==> src/rtl/vga_sync_decoder.sv <==
// Sink-side VGA sync decoder: rebuilds x/y, display enable and frame start from
// hsync_n/vsync_n, checks line/frame timing and tracks lock over clean frames.
module vga_sync_decoder #(
  parameter int H_VISIBLE   = 640,
  parameter int H_FP        = 16,
  parameter int H_SYNC      = 96,
  parameter int H_BP        = 48,
  parameter int V_VISIBLE   = 480,
  parameter int V_FP        = 10,
  parameter int V_SYNC      = 2,
  parameter int V_BP        = 33,
  parameter int LOCK_FRAMES = 2
) (
  input  logic        clk_25MHz,
  input  logic        reset,
  input  logic        hsync_n,
  input  logic        vsync_n,
  input  logic        clear_errors,
  output logic [15:0] x_pos,
  output logic [15:0] y_pos,
  output logic        display_enable,
  output logic        frame_start,
  output logic        locked,
  output logic        timing_error,
  output logic [3:0]  err_status
);
  localparam logic [15:0] H_TOTAL = 16'(H_VISIBLE + H_FP + H_SYNC + H_BP);
  localparam logic [15:0] V_TOTAL = 16'(V_VISIBLE + V_FP + V_SYNC + V_BP);
  localparam logic [15:0] H_LOAD  = 16'(H_VISIBLE + H_FP);
  localparam logic [15:0] V_LOAD  = 16'(V_VISIBLE + V_FP);
  localparam logic [15:0] H_VIS   = 16'(H_VISIBLE);
  localparam logic [15:0] V_VIS   = 16'(V_VISIBLE);
  localparam logic [15:0] H_SW    = 16'(H_SYNC);
  localparam logic [15:0] V_SW    = 16'(V_SYNC);
  localparam logic [15:0] LOSS_LIMIT = 16'(2 * (H_VISIBLE + H_FP + H_SYNC + H_BP));
  localparam logic [7:0]  LOCK_N  = 8'(LOCK_FRAMES);

  typedef enum logic [1:0] {UNLOCKED, ACQUIRE, LOCKED} state_t;

  state_t      state_q, state_d;
  logic        hs_prev_q, vs_prev_q;
  logic [15:0] x_q, x_d, y_q, y_d;
  logic [15:0] h_per_q, h_per_d, h_low_q, h_low_d, loss_q, loss_d;
  logic [15:0] v_lines_q, v_lines_d, v_low_q, v_low_d;
  logic        h_armed_q, h_armed_d, hw_armed_q, hw_armed_d;
  logic        v_armed_q, v_armed_d, vw_armed_q, vw_armed_d;
  logic        frame_bad_q, frame_bad_d;
  logic [7:0]  good_q, good_d;
  logic [3:0]  err_q, err_d;
  logic        de_q, fs_q, te_q, locked_q;

  logic h_edge, v_edge, h_rise, v_rise;
  logic h_period_bad, h_width_bad, v_bad, loss_bad, any_err, unlock;

  function automatic logic [15:0] sat_inc(input logic [15:0] v);
    return (v == 16'hFFFF) ? v : v + 16'd1;
  endfunction

  assign h_edge = hs_prev_q & ~hsync_n;
  assign v_edge = vs_prev_q & ~vsync_n;
  assign h_rise = ~hs_prev_q & hsync_n;
  assign v_rise = ~vs_prev_q & vsync_n;

  assign h_period_bad = h_edge & h_armed_q & (h_per_q != H_TOTAL - 16'd1);
  assign h_width_bad  = h_rise & hw_armed_q & (h_low_q != H_SW);
  assign v_bad = (v_edge & v_armed_q & ((v_lines_q + {15'd0, h_edge}) != V_TOTAL))
               | (v_rise & vw_armed_q & (v_low_q != V_SW));
  assign loss_bad = h_armed_q & ~h_edge & (loss_q == LOSS_LIMIT - 16'd1);
  assign any_err  = h_period_bad | h_width_bad | v_bad | loss_bad;

  always_comb begin
    x_d = h_edge ? H_LOAD : ((x_q == H_TOTAL - 16'd1) ? 16'd0 : x_q + 16'd1);
    y_d = y_q;
    if (v_edge)
      y_d = V_LOAD;
    else if (!h_edge && x_q == H_TOTAL - 16'd1)
      y_d = (y_q == V_TOTAL - 16'd1) ? 16'd0 : y_q + 16'd1;

    h_per_d   = h_edge ? 16'd0 : sat_inc(h_per_q);
    h_low_d   = h_edge ? 16'd1 : (!hsync_n ? sat_inc(h_low_q) : h_low_q);
    loss_d    = h_edge ? 16'd0 : ((loss_q == LOSS_LIMIT) ? loss_q : loss_q + 16'd1);
    // The closing V edge's coincident H edge belongs to the frame it closes.
    v_lines_d = v_edge ? 16'd0 : (h_edge ? sat_inc(v_lines_q) : v_lines_q);
    v_low_d   = v_edge ? {15'd0, h_edge} : ((!vsync_n && h_edge) ? sat_inc(v_low_q) : v_low_q);
    frame_bad_d = v_edge ? 1'b0 : (frame_bad_q | any_err);
    err_d = (clear_errors ? 4'd0 : err_q) | {loss_bad, v_bad, h_width_bad, h_period_bad};
  end

  always_comb begin
    state_d = state_q;
    good_d  = good_q;
    case (state_q)
      UNLOCKED: if (v_edge) begin
        state_d = ACQUIRE;
        good_d  = 8'd0;
      end
      ACQUIRE: begin
        if (loss_bad) begin
          state_d = UNLOCKED;
          good_d  = 8'd0;
        end else if (any_err) begin
          good_d = 8'd0;
        end else if (v_edge && !frame_bad_q) begin
          if (good_q + 8'd1 == LOCK_N) begin
            state_d = LOCKED;
            good_d  = 8'd0;
          end else begin
            good_d = good_q + 8'd1;
          end
        end
      end
      LOCKED: if (any_err) begin
        state_d = UNLOCKED;
        good_d  = 8'd0;
      end
      default: begin
        state_d = UNLOCKED;
        good_d  = 8'd0;
      end
    endcase
  end

  // Losing lock disarms every check so the next edges only realign.
  assign unlock = (state_q != UNLOCKED) && (state_d == UNLOCKED);

  always_comb begin
    h_armed_d  = unlock ? 1'b0 : (h_armed_q | h_edge);
    hw_armed_d = unlock ? 1'b0 : (h_edge ? h_armed_q : hw_armed_q);
    v_armed_d  = unlock ? 1'b0 : (v_armed_q | v_edge);
    vw_armed_d = unlock ? 1'b0 : (v_edge ? v_armed_q : vw_armed_q);
  end

  always_ff @(posedge clk_25MHz or posedge reset) begin
    if (reset) begin
      state_q     <= UNLOCKED;
      hs_prev_q   <= 1'b1;
      vs_prev_q   <= 1'b1;
      x_q         <= 16'd0;
      y_q         <= 16'd0;
      h_per_q     <= 16'd0;
      h_low_q     <= 16'd0;
      loss_q      <= 16'd0;
      v_lines_q   <= 16'd0;
      v_low_q     <= 16'd0;
      h_armed_q   <= 1'b0;
      hw_armed_q  <= 1'b0;
      v_armed_q   <= 1'b0;
      vw_armed_q  <= 1'b0;
      frame_bad_q <= 1'b0;
      good_q      <= 8'd0;
      err_q       <= 4'd0;
      de_q        <= 1'b0;
      fs_q        <= 1'b0;
      te_q        <= 1'b0;
      locked_q    <= 1'b0;
    end else begin
      state_q     <= state_d;
      hs_prev_q   <= hsync_n;
      vs_prev_q   <= vsync_n;
      x_q         <= x_d;
      y_q         <= y_d;
      h_per_q     <= h_per_d;
      h_low_q     <= h_low_d;
      loss_q      <= loss_d;
      v_lines_q   <= v_lines_d;
      v_low_q     <= v_low_d;
      h_armed_q   <= h_armed_d;
      hw_armed_q  <= hw_armed_d;
      v_armed_q   <= v_armed_d;
      vw_armed_q  <= vw_armed_d;
      frame_bad_q <= frame_bad_d;
      good_q      <= good_d;
      err_q       <= err_d;
      de_q        <= (x_d < H_VIS) && (y_d < V_VIS) && (state_d == LOCKED);
      fs_q        <= (x_d == 16'd0) && (y_d == 16'd0) && (state_d == LOCKED);
      te_q        <= any_err;
      locked_q    <= (state_d == LOCKED);
    end
  end

  assign x_pos          = x_q;
  assign y_pos          = y_q;
  assign display_enable = de_q;
  assign frame_start    = fs_q;
  assign locked         = locked_q;
  assign timing_error   = te_q;
  assign err_status     = err_q;
endmodule

==> config.mk <==
export PLATFORM = sky130hd
export DESIGN_NAME = vga_sync_decoder
export DESIGN_NICKNAME = d
export VERILOG_FILES = /design/src/rtl/vga_sync_decoder.sv
export SDC_FILE = /design/constraint.sdc
export NUM_CORES = 1
export LEC_CHECK = 0
export ABC_AREA = 0
export CORE_MARGIN = 1.5
export CORE_UTILIZATION = 35
export CTS_CLUSTER_DIAMETER = 50
export DETAILED_ROUTE_END_ITERATION = 10
export PLACE_DENSITY = 0.55
export REMOVE_ABC_BUFFERS = 1
export SETUP_SLACK_MARGIN = 0.4
export SYNTH_ARGS = -nofsm -noshare
export SYNTH_HDL_FRONTEND = slang
export SYNTH_SLANG_ARGS = --single-unit
export TNS_END_PERCENT = 1
==> constraint.sdc <==
create_clock -name clk_25MHz -period 4.4 [get_ports clk_25MHz]
set_clock_uncertainty 0.15 [all_clocks]
set_input_delay 0.44 -clock clk_25MHz [delete_from_list [all_inputs] [get_ports clk_25MHz]]
set_output_delay 0.44 -clock clk_25MHz [all_outputs]
set_load 0.01 [all_outputs]
==> impl_metrics.tcl <==
set metrics [dict create \
    final_max_slew_viol_count 0 \
    ys_ff_latch 137 \
    syn_area_um2 7542 \
    die-area_um2 22440 \
    critPathSlowestCell "o31ai_1" \
    async_flop_share 1.000 \
    grt_pass1_wl_um 29900 \
    synth.most_common_cell "dfrtp_1" \
    num_rows 53 \
    cp-start-kind "flop" \
    htree_levels 4 \
    vias 6025 \
    switching_share 0.2572 \
    placed_area_um2 8288 \
    rsz0062_at_grt "false" \
    min_period_ns 3.517 \
    root_buffer "clkbuf_16" \
    path_max_fanout 11 \
    synth_common_cells "dfrtp_1, nor2_1, nand2_1" \
    cts_max_path_buffers 2 \
    relSlewSlack 0.3160 \
    first_pass_iters 5 \
    fmax_mhz 284.4 \
    power.switching_uw 856.1 \
    antenna_found_initial 0 \
    cts_tree "done" \
    cts_resized 0 \
    core-area_um2 21090 \
    use_met3 0.03994 \
    first_iter_violations 477 \
    grt_start_max_net_pins 94 \
    grt_pass1_vias 5740 \
    drc 0 \
    ys_top_cells_by_area "dfrtp_1, nor2_1, xor2_1" \
    synth_warnings 0 \
    wl_per_cell_um 15.19 \
    use_met1 0.2437 \
    postCtsSetupBuffers 0 \
    dp_hpwl_um 12190 \
    clk_latency_ns 0.43 \
    seq_area_um2 3431 \
    place.gp.congestion 0.8067 \
    outcome "finished, final reports clean" \
    p_int_mw 2.472 \
    ant_nets 0 \
    critPathRequiredTime_ns 4.59 \
    viasPerCell 5.198 \
    p_per_area_nw_per_um2 372.8 \
    crit_chain "ha_1 > and4_1 > nand4_1 > o31ai_1 > a21oi_1 > a2111oi_0 > nand4b_1 > nor3_1" \
    ir_drop_v 0.0002043 \
    ys_types 60 \
    avgSynthCellArea_um2 9.098 \
    antennaDiodeCount 0 \
    maxCapViolations 0 \
    multiInputGateArea_um2 3864 \
    cellLeakagePower_nw 3.687 \
    fin_area_um2 8927 \
    critical-path-top-delay-family "compound AO/OA/AOI/OAI gates" \
    hold_viol_final 0 \
    pin_count 45 \
    path_clk_slew_ns 0.06 \
    final_core_util 0.4233 \
    synth_ff_type "dfrtp_1" \
    yosysTopAreaCell "dfrtp_1" \
    cts_sinks 137 \
    synth_top_area_frac 0.4479 \
    worst_slew_pin_slew_ns 1.000 \
    die_y_um 149.8 \
    overflow 0 \
    p_comb_frac 0.102 \
    grt_use_met2 0.2541 \
    port_buffers 44 \
    p_seq_frac 0.430 \
    drive_above_1_share 0.06561 \
    finalSetupTns_ns 0 \
    synth-edff-count 0 \
    hold_buffers 0 \
    area_growth_pct 18.36 \
    min_path_type "flop to flop" \
    yosysSeqAreaShare 0.4549 \
    grt_use_total 0.1698 \
    power_frac_clock 0.468 \
    fill_cells 2113 \
    start_util 0.3577 \
    drt-total-wl_um 17610 \
    cp_num_buf_inv 0 \
    die_w_um 149.8 \
    final-setup-viol-count 0 \
    cts_buffers 17 \
    fin_crit_sh 0.7993 \
    arrival_ns 3.70 \
    final_nets 891 \
    max_stage_delay_ns 0.70 \
    crit_type "flop to flop" \
    top_usage_layer "met2" \
    end_kind "flop" \
    synthCells 829 \
]
## power by group through the flow
stage          logic (mW)  registers, mW  clock network [mW]
4_1_cts             0.345           1.43                1.59
5_1_grt             0.388           1.45                1.65
3_3_place_gp        0.340           1.45                   0
6_report            0.340           1.43                1.56
3_5_place_dp        0.345           1.45                   0
2_1_floorplan       0.225           1.44                   0
## routing by layer
layer / vias to the layer above / wire length (um)
li1: 3026 / -
met1: 2882 / 8857
met2: 104 / 7932
met3: 13 / 672
met4: 0 / 143
met5: - / 0
## metrics by stage
| stage | power [mW] | hold slack [ns] | setup slack, ns | cells |
|---|---|---|---|---|
| after floorplan | 1.660 | 0.2945 | 0.1455 | 802 |
| after global placement | 1.792 | 0.3389 | 0.5605 | 1127 |
| after detailed placement | 1.797 | 0.3469 | 0.5157 | 1127 |
| after CTS | 3.362 | 0.3569 | 0.9570 | 1159 |
| after global routing | 3.481 | 0.3949 | 0.6476 | 1159 |
| final | 3.328 | 0.3554 | 0.8833 | 1159 |
## final cells by class
cell class                      instances  area share
Sequential cell                       137      0.3843
Clock buffer                           21     0.05270
Timing Repair Buffer                   50     0.05578
Multi-Input combinational cell        626      0.4328
Inverter                               39     0.01696
Clock inverter                         11     0.01892
Tap cell                              275     0.03854
## sequential cells by signal, summed over array words and instances, names as in the netlist, 2 cells and up
register and count:
v_lines_q 16, loss_q 16, state_q 2, err_status 4, y_pos 16, v_low_q 16, x_pos 16, h_low_q 16
h_per_q 16, good_q 8
## cell usage in the layout (no fill, tap or decap), drive strengths merged, types with 3 or more instances in the layout
cell,count
bufinv,4
a31oi,9
nor4,23
xor2,46
nand3,44
a311oi,3
nor4b,5
dfrtp,135
or2,6
mux2i,11
a2111oi,3
clkdlybuf4s50,44
and4,8
and3,25
nand2,56
a21oi,23
nor3b,4
ha,15
nor2b,4
nand2b,8
clkinvlp,4
o21ai,33
nor3,20
nor2,126
inv,40
nand4,40
or3,14
and2,9
xnor2,41
nand4b,3
nand3b,3
clkbuf,21
or4,5
o31ai,5
o211ai,7
buf,6
## worst paths after layout
check	start	end	slack (ns)	cells after the start
max	x_pos[0]	frame_start	0.88	8
min	v_armed_q	v_armed_q	0.36	2
max reg2reg	x_pos[0]	frame_start	0.88	8
min reg2reg	v_armed_q	v_armed_q	0.36	2
max in group asynchronous	reset	vs_prev_q	2.88	3
min in group asynchronous	reset	h_low_q[3]	0.42	2
## worst register-to-register path, delay by kind of cell (launching register included)
family / cells / cell delay (ns)
adder cells (fa/ha/maj): 1 / 0.31
AND/OR/NAND/NOR: 4 / 1.21
AO/OA/AOI/OAI: 3 / 1.29
flip-flops: 1 / 0.45
## cell families (layout without fill, tap and decap cells)
family	Yosys count	after routing	synth area share
muxes	12	12	0.01609
and+or+nand+nor	406	406	0.2764
adders and majority gates	15	15	0.02488
xor gates and xnor gates	87	87	0.1010
buffers and inverters	66	121	0.03318
DFF	137	137	0.4549
AOI/OAI and AO/OA	106	106	0.09356
No activity file was read; power rests on OpenSTA's default activity.
==> patch 1: new RTL, same settings <==
Remove the register `locked_q`: a continuous assignment takes its place, so the output `locked` follows one clock earlier.
--- a/src/rtl/vga_sync_decoder.sv
+++ b/src/rtl/vga_sync_decoder.sv
@@ -152,7 +152,6 @@
       de_q        <= 1'b0;
       fs_q        <= 1'b0;
       te_q        <= 1'b0;
-      locked_q    <= 1'b0;
     end else begin
       state_q     <= state_d;
       hs_prev_q   <= hsync_n;
@@ -174,9 +173,10 @@
       de_q        <= (x_d < H_VIS) && (y_d < V_VIS) && (state_d == LOCKED);
       fs_q        <= (x_d == 16'd0) && (y_d == 16'd0) && (state_d == LOCKED);
       te_q        <= any_err;
-      locked_q    <= (state_d == LOCKED);
     end
   end
+
+  assign locked_q = (state_d == LOCKED);
 
   assign x_pos          = x_q;
   assign y_pos          = y_q;
Function: no difference found for any inputs over 10 cycles, from zero or initial values and one cycle with reset high; that may be too few to reach the edited logic, so the function may still have changed.
==> patch 1 against the unedited design <==
- synthesized area decreased by 0.33%
- sequential cell count decreased by 1
- total power decreased by 10%
- cell count about the same
- routed wire length decreased by 0.32%
- die area decreased by 0.33%
- setup slack got worse by 0.12 ns
- final area decreased by 1.2%
- hold slack improved by 0.018 ns
==> patch 1: results (changes against the unedited design) <==
Post-synthesis mux area share = 1.61% (+0.0054 points)
DP Wirelength = 12.1 mm (-0.50%)
WL final = 17.5 mm (-0.32%)
Post-DR vias/cell = 5.20 (+0.12%)
First-pass DRT Iterations = 4 (-1)
Share of cells above drive strength 1 = 6.68% (+0.12 points)
Complex-gate fraction of the synthesized area = 9.39% (+0.031 points)
Routability cong. = 0.804 (-0.36%)
Crit-path slowest cell = or3_1
Area share of fa/ha/maj cells after synthesis = 2.50% (+0.0083 points)
Later-pin clock latency in the skew report = 0.41 ns (-0.02 ns)
All-layer global routing usage = 16.5% (-0.48 points)
CP max stage delay = 0.58 ns (-0.12 ns)
Synth cell count leaders = dfrtp_1 (134), nor2_1 (126), nand2_1 (56), xor2_1 (46), nand3_1 (44)
Peak VDD IR = 0.230 mV (+13%)
Seq/Total Area, Yosys = 45.3% (-0.18 points)
Lkg Pwr = 3.66 nW (-0.70%)
Outcome = finished, final reports clean
FF-to-FF setup slack = 1.23 ns (+0.35 ns)
Port bufs = 44 (unchanged)
RR Endpoint = display_enable$_DFF_PP0_
RR Startpoint = x_pos[1]$_DFF_PP0_
Antenna cell count = 0 (unchanged)
Crit path max-delay family = simple AND/OR/NAND/NOR gates
Critical Path Source = loss_q[1]$_DFFE_PP0P_
Area contributors post-synth = dfrtp_1 (45%), nor2_1 (6.3%), xor2_1 (5.4%), xnor2_1 (4.8%), nand4_1 (3.2%)
Largest net degree at the start of global routing = 89 (-5.3%)
Max_slew headroom = 38.5% (+6.9 points)
First-pass GRT wire length = 29.3 mm (-2.1%)
Critical path peak fanout = 8 (-3)
Crit path arrival time = 3.05 ns (-0.65 ns)
Fill cells = 2088 (-1.2%)
Final hold vios = 0 (unchanged)
NumNets Final = 895 (+0.45%)
Setup crit end = locked
Vias in the first global route = 5680 (-1.0%)
[patch 1: cell types whose count changed after synthesis, sizes merged]
| cell | delta |
|---|---|
| dfrtp | -1 |
[patch 1: routing by layer]
layer / global-route usage [%] / part of all wire, %
met1: 23.1 / 50
met2: 25.9 / 46
met3: 3.66 / 2.7
met4: 3.91 / 0.83
met5: 0 / 0
[patch 1: repair_timing]
item                                    4_1_cts  5_1_grt
resized for setup                             2        4
pin swaps                                     1        3
hold buffers                                  0        0
endpoints found under the setup margin        1        1
endpoints found under the hold margin         0        0
gates cloned                                  0        0
[patch 1: metrics by stage]
stage	hold WS [ns]	utilization (%)	area (µm²)	setup WS [ns]	std cells
2_1_floorplan	0.294	-	7410	0.174	801
3_3_place_gp	0.341	39.4	8290	0.354	1131
3_5_place_dp	0.361	39.4	8290	0.294	1131
4_1_cts	0.373	41.8	8790	0.421	1158
5_1_grt	0.406	41.9	8820	0.585	1158
6_report	0.374	41.9	8820	0.759	1158
[patch 1: final cells by class]
| class | instances | area, µm² | share of cell area [%] |
|---|---|---|---|
| well taps | 275 | 344 | 3.90 |
| multi-input cells | 626 | 3900 | 44.2 |
| repair buffers | 55 | 526 | 5.96 |
| clock buffers | 22 | 464 | 5.26 |
| clock inverters | 5 | 27.5 | 0.312 |
| flip-flops and latches | 136 | 3410 | 38.6 |
| inverters | 39 | 151 | 1.72 |
[patch 1: power breakdown]
| group | internal (mW) | leakage (nW) | switching [mW] |
|---|---|---|---|
| clock | 0.729 | 0.243 | 0.503 |
| sequential | 1.32 | 1.79 | 0.100 |
| combinational | 0.151 | 1.63 | 0.190 |
| total | 2.20 | 3.66 | 0.793 |
==> patch 2: new RTL, same flow settings <==
Without the edit above. `H_FP`: 16 -> 12.
--- a/src/rtl/vga_sync_decoder.sv
+++ b/src/rtl/vga_sync_decoder.sv
@@ -2,7 +2,7 @@
 // hsync_n/vsync_n, checks line/frame timing and tracks lock over clean frames.
 module vga_sync_decoder #(
   parameter int H_VISIBLE   = 640,
-  parameter int H_FP        = 16,
+  parameter int H_FP        = 12,
   parameter int H_SYNC      = 96,
   parameter int H_BP        = 48,
   parameter int V_VISIBLE   = 480,
Formal check against the unedited RTL: not equivalent (Yosys sat finds a counterexample within 4 cycles, from zero or initial values and one cycle with reset high).
==> patch 2 against the unedited design <==
- sequential cell count unchanged
- synthesized area about the same
- largest cell class unchanged
- non-clock buffer count up 4
- sequential share of layout area up 0.24 points
- final area down 0.63%
- largest power group unchanged
- total power down 2.0%
- setup slack better by 0.21 ns
- routed wire length down 1.1%
==> patch 2: results (changes against the unedited design) <==
First-pass GRT wire length = 29.6 mm (-0.97%)
Peak VDD IR = 0.203 mV (-0.50%)
Number of distinct library cells after synthesis = 64 (+6.7%)
Lkg Pwr = 3.66 nW (-0.73%)
DP Wirelength = 11.9 mm (-2.7%)
Max_slew headroom = 38.4% (+6.8 points)
Share of cells above drive strength 1 = 6.09% (-0.47 points)
All-layer global routing usage = 16.5% (-0.46 points)
Seq/Total Area, Yosys = 45.5% (about the same)
Dpl cells = 1115 (-1.1%)
NumNets Final = 879 (-1.3%)
Crit-path slowest cell = clkdlybuf4s50_1
Initial drt markers = 430 (-9.9%)
Synth cell count leaders = dfrtp_1 (135), nor2_1 (111), nand2_1 (60), xor2_1 (54), nand3_1 (53)
Later-pin clock latency in the skew report = 0.42 ns
Crit path arrival time = 3.47 ns (-0.23 ns)
First-pass DRT Iterations = 6 (+1)
Post-Place Worst Slack = 0.642 ns (+0.126 ns)
TritonCTS Buffers = 17 (unchanged)
Vias = 6096 (+1.2%)
CP max stage delay = 0.58 ns (-0.12 ns)
Critical Path Source = hsync_n
Port bufs = 44 (unchanged)
H-tree levels = 4 (unchanged)
Share of flip-flops with an asynchronous set or reset = 100% (unchanged)
Outcome = finished, final reports clean
DP Area = 8270 µm² (-0.23%)
Vias in the first global route = 5869 (+2.2%)
Mapped Cells = 821 (-0.97%)
Area contributors post-synth = dfrtp_1 (45%), xor2_1 (6.3%), nor2_1 (5.5%), xnor2_1 (4.5%), nand3_1 (3.5%)
Hold_sp = x_pos[0]$_DFF_PP0_
Worst min path class = register to register
WL final = 17.4 mm (-1.1%)
Largest net degree at the start of global routing = 89 (-5.3%)
Routability cong. = 0.814 (+0.93%)
Antenna cell count = 0 (unchanged)
Post-DR vias/cell = 5.32 (+2.4%)
patch 2: changes by cell type after synthesis, sizes merged, moves of 6 or more:
| cell | delta |
|---|---|
| buf | +6 |
| nand3 | +9 |
| nor2 | -14 |
| inv | -11 |
| xor2 | +8 |
| nor3 | +9 |
| mux2i | -6 |
| nand4 | -12 |
patch 2: critical path, delay by kind of cell:
kind,cells,cell delay (ns)
AO/OA/AOI/OAI,3,0.48
AND/OR/NAND/NOR,5,1.19
buffers and inverters,3,0.84
adder cells (fa/ha/maj),2,0.52
patch 2: final timing paths:
kind	end	slack [ns]	depth (start not counted)
min	x_pos[0]$_DFF_PP0_	0.37	1
max	frame_start$_DFF_PP0_	1.09	13
min in group asynchronous	h_low_q[12]$_DFFE_PP0P_	0.41	2
min reg2reg	x_pos[0]$_DFF_PP0_	0.37	1
max reg2reg	frame_start$_DFF_PP0_	1.26	10
max in group asynchronous	y_pos[6]$_DFF_PP0_	2.84	3
patch 2: layer usage:
metal,track usage [%],up-vias,routed length [µm]
li1,-,3009,-
met1,23.6,2954,8830
met2,24.9,119,7800
met3,3.72,14,651
met4,4.90,0,135
met5,0,-,0
patch 2: cell type report:
cell class,count,area (µm²)
clock buffers,20,457
fillers,2087,12200
inverters,28,110
clock inverters,10,145
multi-input cells,621,3870
well taps,275,344
repair buffers,54,515
flip-flops and latches,137,3430
patch 2: cells by family after synthesis:
kind of cell | count (synthesis) | share of synthesized area (%)
and+or+nand+nor | 401 | 27.6
muxes | 5 | 0.664
buffers and inverters | 63 | 3.22
DFF | 137 | 45.5
AOI/OAI and AO/OA | 107 | 9.69
xor gates and xnor gates | 93 | 10.8
adders and majority gates | 15 | 2.49
patch 2: where the power goes:
part / switching [mW] / internal, mW
sequential: 0.104 / 1.33
combinational: 0.204 / 0.152
clock: 0.551 / 0.919
